$ cat src/rtl/serial_adder_if.sv
// Operand/result bundle between a requester and the bit-serial adder.
// The requester drives start/sub/a/b/c_in; the adder drives busy/done/sum/c_out/ovf.
interface serial_adder_if #(
    parameter int WIDTH = 8
);
    logic             start;
    logic             sub;
    logic [WIDTH-1:0] a;
    logic [WIDTH-1:0] b;
    logic             c_in;
    logic             busy;
    logic             done;
    logic [WIDTH-1:0] sum;
    logic             c_out;
    logic             ovf;

    modport master (
        output start, sub, a, b, c_in,
        input  busy, done, sum, c_out, ovf
    );

    modport slave (
        input  start, sub, a, b, c_in,
        output busy, done, sum, c_out, ovf
    );
endinterface

$ cat src/rtl/serial_adder.sv
// Bit-serial add/sub through one full-adder slice; result WIDTH+1 cycles after start.
// No backpressure: start is taken only in IDLE/DONE and silently dropped while busy.
module serial_adder #(
    parameter int WIDTH = 8
) (
    input  logic          clk,
    input  logic          rst_n,
    serial_adder_if.slave bus
);
    localparam int CW = $clog2(WIDTH);

    localparam logic [1:0] S_IDLE = 2'd0;
    localparam logic [1:0] S_RUN  = 2'd1;
    localparam logic [1:0] S_DONE = 2'd2;

    logic [1:0]       state_q, state_d;
    logic [WIDTH-1:0] a_sh_q, a_sh_d;
    logic [WIDTH-1:0] b_sh_q, b_sh_d;
    logic [WIDTH-1:0] r_q, r_d;
    logic [WIDTH-1:0] sum_q, sum_d;
    logic [CW-1:0]    cnt_q, cnt_d;
    logic             carry_q, carry_d;
    logic             c_out_q, c_out_d;
    logic             ovf_q, ovf_d;

    logic fa_s;
    logic fa_co;
    logic accept;
    logic last;

    always_comb begin
        fa_s   = a_sh_q[0] ^ b_sh_q[0] ^ carry_q;
        fa_co  = (a_sh_q[0] & b_sh_q[0]) | (carry_q & (a_sh_q[0] ^ b_sh_q[0]));
        accept = bus.start && ((state_q == S_IDLE) || (state_q == S_DONE));
        last   = (cnt_q == CW'(WIDTH - 1));

        state_d = state_q;
        a_sh_d  = a_sh_q;
        b_sh_d  = b_sh_q;
        r_d     = r_q;
        sum_d   = sum_q;
        cnt_d   = cnt_q;
        carry_d = carry_q;
        c_out_d = c_out_q;
        ovf_d   = ovf_q;

        case (state_q)
            S_IDLE, S_DONE: begin
                if (accept) begin
                    // Subtraction is a + ~b + 1: invert B and force the carry-in.
                    a_sh_d  = bus.a;
                    b_sh_d  = bus.sub ? ~bus.b : bus.b;
                    carry_d = bus.sub ? 1'b1 : bus.c_in;
                    r_d     = '0;
                    cnt_d   = '0;
                    state_d = S_RUN;
                end else if (state_q == S_DONE) begin
                    state_d = S_IDLE;
                end
            end
            S_RUN: begin
                r_d     = {fa_s, r_q[WIDTH-1:1]};
                a_sh_d  = {1'b0, a_sh_q[WIDTH-1:1]};
                b_sh_d  = {1'b0, b_sh_q[WIDTH-1:1]};
                carry_d = fa_co;
                cnt_d   = cnt_q + CW'(1);
                if (last) begin
                    // carry_q here is the carry into the MSB, fa_co the carry out of it.
                    sum_d   = {fa_s, r_q[WIDTH-1:1]};
                    c_out_d = fa_co;
                    ovf_d   = carry_q ^ fa_co;
                    cnt_d   = '0;
                    state_d = S_DONE;
                end
            end
            default: state_d = S_IDLE;
        endcase
    end

    always_ff @(posedge clk or negedge rst_n) begin
        if (!rst_n) begin
            state_q <= S_IDLE;
            a_sh_q  <= '0;
            b_sh_q  <= '0;
            r_q     <= '0;
            sum_q   <= '0;
            cnt_q   <= '0;
            carry_q <= 1'b0;
            c_out_q <= 1'b0;
            ovf_q   <= 1'b0;
        end else begin
            state_q <= state_d;
            a_sh_q  <= a_sh_d;
            b_sh_q  <= b_sh_d;
            r_q     <= r_d;
            sum_q   <= sum_d;
            cnt_q   <= cnt_d;
            carry_q <= carry_d;
            c_out_q <= c_out_d;
            ovf_q   <= ovf_d;
        end
    end

    assign bus.busy  = (state_q == S_RUN);
    assign bus.done  = (state_q == S_DONE);
    assign bus.sum   = sum_q;
    assign bus.c_out = c_out_q;
    assign bus.ovf   = ovf_q;
endmodule

$ cat src/flat_wrapper.sv
// flat-port wrapper written by rule: the top's interface ports become plain ports
module serial_adder_flat 
#(
    parameter int WIDTH = 8
)
  (clk, rst_n, bus_start, bus_sub, bus_a, bus_b, bus_c_in, bus_busy, bus_done, bus_sum, bus_c_out, bus_ovf);
  serial_adder_if #(.WIDTH(WIDTH)) bus_i ();
  input  logic clk;
  input  logic rst_n;
  input wire logic [$bits(bus_i.start)-1:0] bus_start;
  input wire logic [$bits(bus_i.sub)-1:0] bus_sub;
  input wire logic [$bits(bus_i.a)-1:0] bus_a;
  input wire logic [$bits(bus_i.b)-1:0] bus_b;
  input wire logic [$bits(bus_i.c_in)-1:0] bus_c_in;
  output wire logic [$bits(bus_i.busy)-1:0] bus_busy;
  output wire logic [$bits(bus_i.done)-1:0] bus_done;
  output wire logic [$bits(bus_i.sum)-1:0] bus_sum;
  output wire logic [$bits(bus_i.c_out)-1:0] bus_c_out;
  output wire logic [$bits(bus_i.ovf)-1:0] bus_ovf;
  assign bus_i.start = bus_start;
  assign bus_i.sub = bus_sub;
  assign bus_i.a = bus_a;
  assign bus_i.b = bus_b;
  assign bus_i.c_in = bus_c_in;
  assign bus_busy = bus_i.busy;
  assign bus_done = bus_i.done;
  assign bus_sum = bus_i.sum;
  assign bus_c_out = bus_i.c_out;
  assign bus_ovf = bus_i.ovf;
  serial_adder #(.WIDTH(WIDTH)) u_core (.clk(clk), .rst_n(rst_n), .bus(bus_i));
endmodule
$ cat config.mk
export PLATFORM = sky130hd
export DESIGN_NAME = serial_adder_flat
export DESIGN_NICKNAME = d
export VERILOG_FILES = /design/src/rtl/serial_adder_if.sv /design/src/rtl/serial_adder.sv /design/src/flat_wrapper.sv
export SDC_FILE = /design/constraint.sdc
export NUM_CORES = 1
export LEC_CHECK = 0
export CAP_MARGIN = 20
export CORE_MARGIN = 4
export CORE_UTILIZATION = 30
export CTS_CLUSTER_SIZE = 12
export DETAILED_ROUTE_END_ITERATION = 10
export GPL_ROUTABILITY_DRIVEN = 0
export PLACE_DENSITY_LB_ADDON = 0.2
export SYNTH_ARGS = -nofsm -noshare
export SYNTH_HDL_FRONTEND = slang
export SYNTH_SLANG_ARGS = --single-unit
$ cat constraint.sdc
create_clock -name clk -period 3.56 [get_ports clk]
set_input_delay 0.356 -clock clk [delete_from_list [all_inputs] [get_ports clk]]
set_output_delay 0.356 -clock clk [all_outputs]
set_load 0.01 [all_outputs]
==> results of run 1 <==
==> registers in the layout, indices dropped and copies added, names as in the netlist <==
register          cells
u_core.b_sh_q         8
u_core.cnt_q          3
u_core.bus.sum        8
u_core.carry_q        1
u_core.bus.c_out      1
u_core.a_sh_q         8
u_core.bus.ovf        1
u_core.state_q        2
u_core.r_q            7
==> synth_stat cells (all sizes together) <==
library cell,number,area (µm²)
a22oi,7,52.55
o21ai,2,10.01
a22o,11,96.34
mux2,9,101.4
nor2b,1,6.260
nand2,8,30.03
nor2,10,40.04
nand2b,2,12.51
xnor2,8,70.07
and2b,1,7.510
nand3b,1,7.510
inv,2,15.01
nor3,1,5.000
nand3,7,35.03
dfrtp,39,975.9
a21o,1,7.510
a221o,8,80.08
xor2,1,8.760
fa,1,20.02
ha,2,25.02
buf,10,67.56
==> routing by layer <==
metal | track usage, % | vias to the layer above | wire length [µm]
met2 | 17.47 | 36 | 1426
met4 | 4.575 | 0 | 40
met1 | 13.55 | 558 | 1476
met3 | 3.037 | 5 | 170
met5 | 0 | - | 0
li1 | - | 529 | -
==> critical path, cell delays in order (launching register included) <==
cell and delay (ps):
dfrtp_1 380, nand2b_1 380, inv_8 270, clkdlybuf4s50_1 570
==> power by group through the flow <==
stage / sequential [µW] / clock (µW) / combinational (µW)
after floorplan: 767 / 0 / 493
final: 769 / 432 / 691
after global placement: 771 / 0 / 686
after detailed placement: 778 / 0 / 704
after CTS: 770 / 445 / 704
after global routing: 794 / 463 / 783
==> through the flow <==
step	util (%)	power (µW)	hold WS, ps	setup WS (ps)
floorplan	-	1260	60.41	2009
global placement	38.13	1456	466.8	1443
detailed placement	38.13	1481	492.0	1380
CTS	40.72	1919	192.6	1292
global route	40.72	2040	243.1	1178
finish	40.72	1892	162.8	1309
==> kinds of logic (layout without fill, tap and decap cells) <==
logic type,count (synthesis),after routing
DFF,39,39
AOI/OAI and AO/OA,29,29
buffers and inverters,12,42
xor gates and xnor gates,9,9
adders and majority gates,3,3
and+or+nand+nor,31,31
muxes,9,9
==> layout make-up <==
class | count | area, µm² | share of cell area, %
clock buffers | 5 | 68.82 | 3.207
clock inverters | 3 | 67.56 | 3.149
inverters | 2 | 15.01 | 0.6997
multi-input cells | 81 | 615.6 | 28.69
flip-flops and latches | 39 | 975.9 | 45.48
well taps | 70 | 87.58 | 4.082
repair buffers | 32 | 315.3 | 14.69
==> worst paths after layout <==
kind / start / cells after the start / end
max in group asynchronous: rst_n / 1 / u_core.bus.sum[2]
max reg2reg: u_core.state_q[0] / 4 / u_core.b_sh_q[6]
min: rst_n / 1 / u_core.bus.ovf
max: u_core.state_q[1] / 3 / bus_busy
min reg2reg: u_core.a_sh_q[6] / 2 / u_core.a_sh_q[5]
min in group clk: u_core.a_sh_q[6] / 2 / u_core.a_sh_q[5]
==> metrics, run 1 <==
largest net degree at the start of global routing=40; relative slew slack=43.90%; Post-Place Cells=224; compound-cell area share of the yosys netlist=14.72%; CP Launch Type=register; Syn-to-layout area delta=28.18%; maxcap violations=0; Final min period=2251 ps; Max Clock Skew=11.17 ps; post-CTS sizing=0; Post-DRT Antenna Nets=0; Switching Share=31.59%; initial antenna violation count=0; Finish-stage setup viols=0; grt ovf=0; Arr. time, crit path=1900 ps; Final Net Count=185; first-pass GRT wire length=5.589 mm; Int Power=1294 µW; Ys Warns=0; post-synthesis mux area share=6.054%; # DRC=0; worst vdd ir=0.2857 mV; ratio of final minimum period to clock period=63.24%; WL per Instance=13.42 µm; Hold Buf Count CTS=0; Rows=26; leading cell type in the layout, fill and taps excluded=dfrtp_1; critical path peak fanout=26; Comb pwr share=36.5%; largest family of logic cells by synthesized area=compound AO/OA/AOI/OAI gates; post-route insts no fill=232; Yosys cell types=25; Port Buffers=32; Post-Syn Instances=132; max-slew violations=0; sequential share of power=40.6%; Setup Fix Bufs, Post-CTS=0; simple-gate share of the synthesized area=8.595%; post-route cell area=2146 µm²; worst path required time=3200 ps; Seq/Total Area, Yosys=58.30%; Yosys reg bits=39; leak pwr=0.0009523 µW; Starting Density=31.77%; Max Fclk=444.2 MHz; n_diodes=0; layout cell share with drive strength beyond 1=12.35%; Hold Violations, Final=0; Adder-Cell Fraction of Synth Area=2.691%; sum of negative setup slack=0 ps; layout filler cell count=527; vias per cell=4.862; wirelength, routed=3.113 mm; # H-tree levels=2; Hold WC Path Type=in2async; number of buffers created by CTS=5; via count=1,128; Post-Syn Area=1674 µm²; drt pass-1 iters=4; syn_nets=156; Crit Path Class=reg2out; syn avg cell area=12.68 µm²; sw power=597.6 µW; Crit. End Element=output pin; post-placement cell area=2009 µm²; Clock Latency Late Sink=290 ps; Die H=82.70 µm; clk slew on worst S/H paths=80 ps; CTS tree=done; vias in the first global route=1,230; initial DRC count=52; RSZ-0062 raised after global routing=no; Num Clock Sinks=39; root buffer cell=clkbuf_8; clk buf depth=2; CORE AREA=5270 µm²; Horiz. Die Dim=82.70 µm; status=finished clean; Synth Area in XOR/XNOR=4.709%; All-Layer GR Usage=10.82%; clock power share=22.8%; most frequent cells in the layout=dfrtp_1 (39), clkdlybuf4s50_1 (31), a22o_1 (11); Pwr Density=881.7 nW/µm²; die footprint=6839 µm²; Post-DP HPWL=2.214 mm; flop2flop setup slack=1560 ps; slew of the pin with the lowest slew margin=841.5 ps; io pins=33
No activity file was read; power rests on OpenSTA's default activity.
==> run 2: changes to the inputs <==
- clock period: 3.56 -> 2.3 ns (I/O delays scaled with it)
==> run 2 against run 1 <==
Count of clock-buffer cells in the layout up 3. Global-route usage shrank 0.25 points. Register-to-register slack got worse by 1000 ps. Clock skew down 4.9 ps. Sequential share of layout area increased by 0.46 points. Final cell count up 0.86%. Combinational power rose by 56%. Via count is 0.89% higher. Die area unchanged. Routed wire length rose by 0.16%. Critical path type unchanged.
==> metrics, run 2 (synthesis gave the netlist of run 1 again) <==
maxcap violations=0 (unchanged); worst vdd ir=0.4408 mV (+54%); initial antenna violation count=0 (unchanged); Horiz. Die Dim=82.70 µm (unchanged); Finish-stage setup viols=0 (unchanged); via count=1,138 (+0.89%); Num Clock Sinks=39 (unchanged); Crit. End Element=output pin; Starting Density=31.77% (unchanged); most frequent cells in the layout=dfrtp_1 (39), clkdlybuf4s50_1 (31), a22o_1 (11); critical path peak fanout=26 (unchanged); n_diodes=0 (unchanged); RSZ-0062 raised after global routing=no; layout cell share with drive strength beyond 1=12.80% (+0.46 points); Arr. time, crit path=1890 ps (about the same); WL per Instance=13.32 µm (-0.70%); leak pwr=0.0009498 µW (-0.26%); wirelength, routed=3.118 mm (+0.16%); number of buffers created by CTS=5 (unchanged); worst path required time=2070 ps (-1130 ps); Max Fclk=471.5 MHz; Clock Latency Late Sink=290 ps (about the same); Port Buffers=32 (unchanged); Die H=82.70 µm (unchanged); relative slew slack=44.20% (+0.29 points); slew of the pin with the lowest slew margin=837.0 ps (-4.414 ps); total power=2767 µW (+46%); root buffer cell=clkbuf_8; drt pass-1 iters=4 (unchanged); post-CTS sizing=0 (unchanged); vias in the first global route=1,160 (-5.7%); # DRC=0 (unchanged); CP Launch Type=register; largest net degree at the start of global routing=40 (unchanged); Pwr Density=1302 nW/µm² (+48%); Post-DP HPWL=2.175 mm (-1.8%); clk slew on worst S/H paths=70 ps (about the same); Crit Path Class=reg2out; Hold WC Path Type=in2async; Core Util, Final=40.31% (-0.40 points); # H-tree levels=2 (unchanged); Max Clock Skew=6.290 ps (-4.882 ps); io pins=33 (unchanged); Setup Fix Bufs, Post-CTS=0 (unchanged); CTS tree=done; Hold Violations, Final=0 (unchanged); status=finished clean; sum of negative setup slack=0 ps (unchanged); Final min period=2121 ps; first-pass GRT wire length=5.388 mm (-3.6%); Syn-to-layout area delta=26.91%; Hold Buf Count CTS=0 (unchanged); Rows=26 (unchanged); Final Net Count=187 (+1.1%); grt ovf=0 (unchanged); vias per cell=4.863 (about the same); max-slew violations=0 (unchanged); CP Launch Point=u_core.state_q[1]; CORE AREA=5270 µm² (unchanged); Post-DRT Antenna Nets=0 (unchanged); leading cell type in the layout, fill and taps excluded=dfrtp_1; clk buf depth=2 (unchanged); All-Layer GR Usage=10.57% (-0.25 points); ratio of final minimum period to clock period=92.22%; die footprint=6839 µm² (unchanged); reg2reg start=u_core.cnt_q[0]; initial DRC count=47 (-9.6%)
run 2: layout make-up:
type                    instances  area, µm²
fillers                       518       3146
repair buffers                 34      330.3
multi-input cells              81      615.6
clock buffers                   8      100.1
inverters                       2      15.01
well taps                      70      87.58
flip-flops and latches         39      975.9
run 2: layer usage:
| layer | vias to the layer above | wire length, µm | track usage, % |
|---|---|---|---|
| li1 | 534 | - | - |
| met1 | 558 | 1470 | 13.43 |
| met2 | 38 | 1374 | 15.87 |
| met3 | 8 | 205 | 3.579 |
| met4 | 0 | 68 | 5.556 |
| met5 | - | 0 | 0 |
run 2: power by group:
| group | internal [µW] | switching [µW] |
|---|---|---|
| clock | 273 | 221 |
| combinational | 591 | 490 |
| sequential | 995 | 196 |
| total | 1860 | 908 |
run 2: final timing paths:
kind                                endpoint  slack [ps]  cells after the start
min in group clk              u_core.bus.ovf         480                      2
min                        u_core.bus.sum[5]          40                      1
max reg2reg                u_core.bus.sum[0]         550                      4
min reg2reg                   u_core.bus.ovf         480                      2
max                                 bus_busy         180                      3
max in group asynchronous   u_core.a_sh_q[7]        1730                      1
run 2: critical path, stage by stage, from the launching register on:
cell and delay (ps):
dfrtp_1 380, nand2b_1 380, inv_8 270, clkdlybuf4s50_1 570
run 2: per-stage QoR:
stage               worst slack [ps]  cells  hold slack, ps  area, µm²
global route                   71.77    234           118.7       2125
CTS                            162.3    234           68.94       2125
global placement               516.1    226           372.5       2024
floorplan                      749.0    132          -65.59       1674
finish                         179.0    234           36.75       2125
detailed placement             494.2    226           390.5       2024
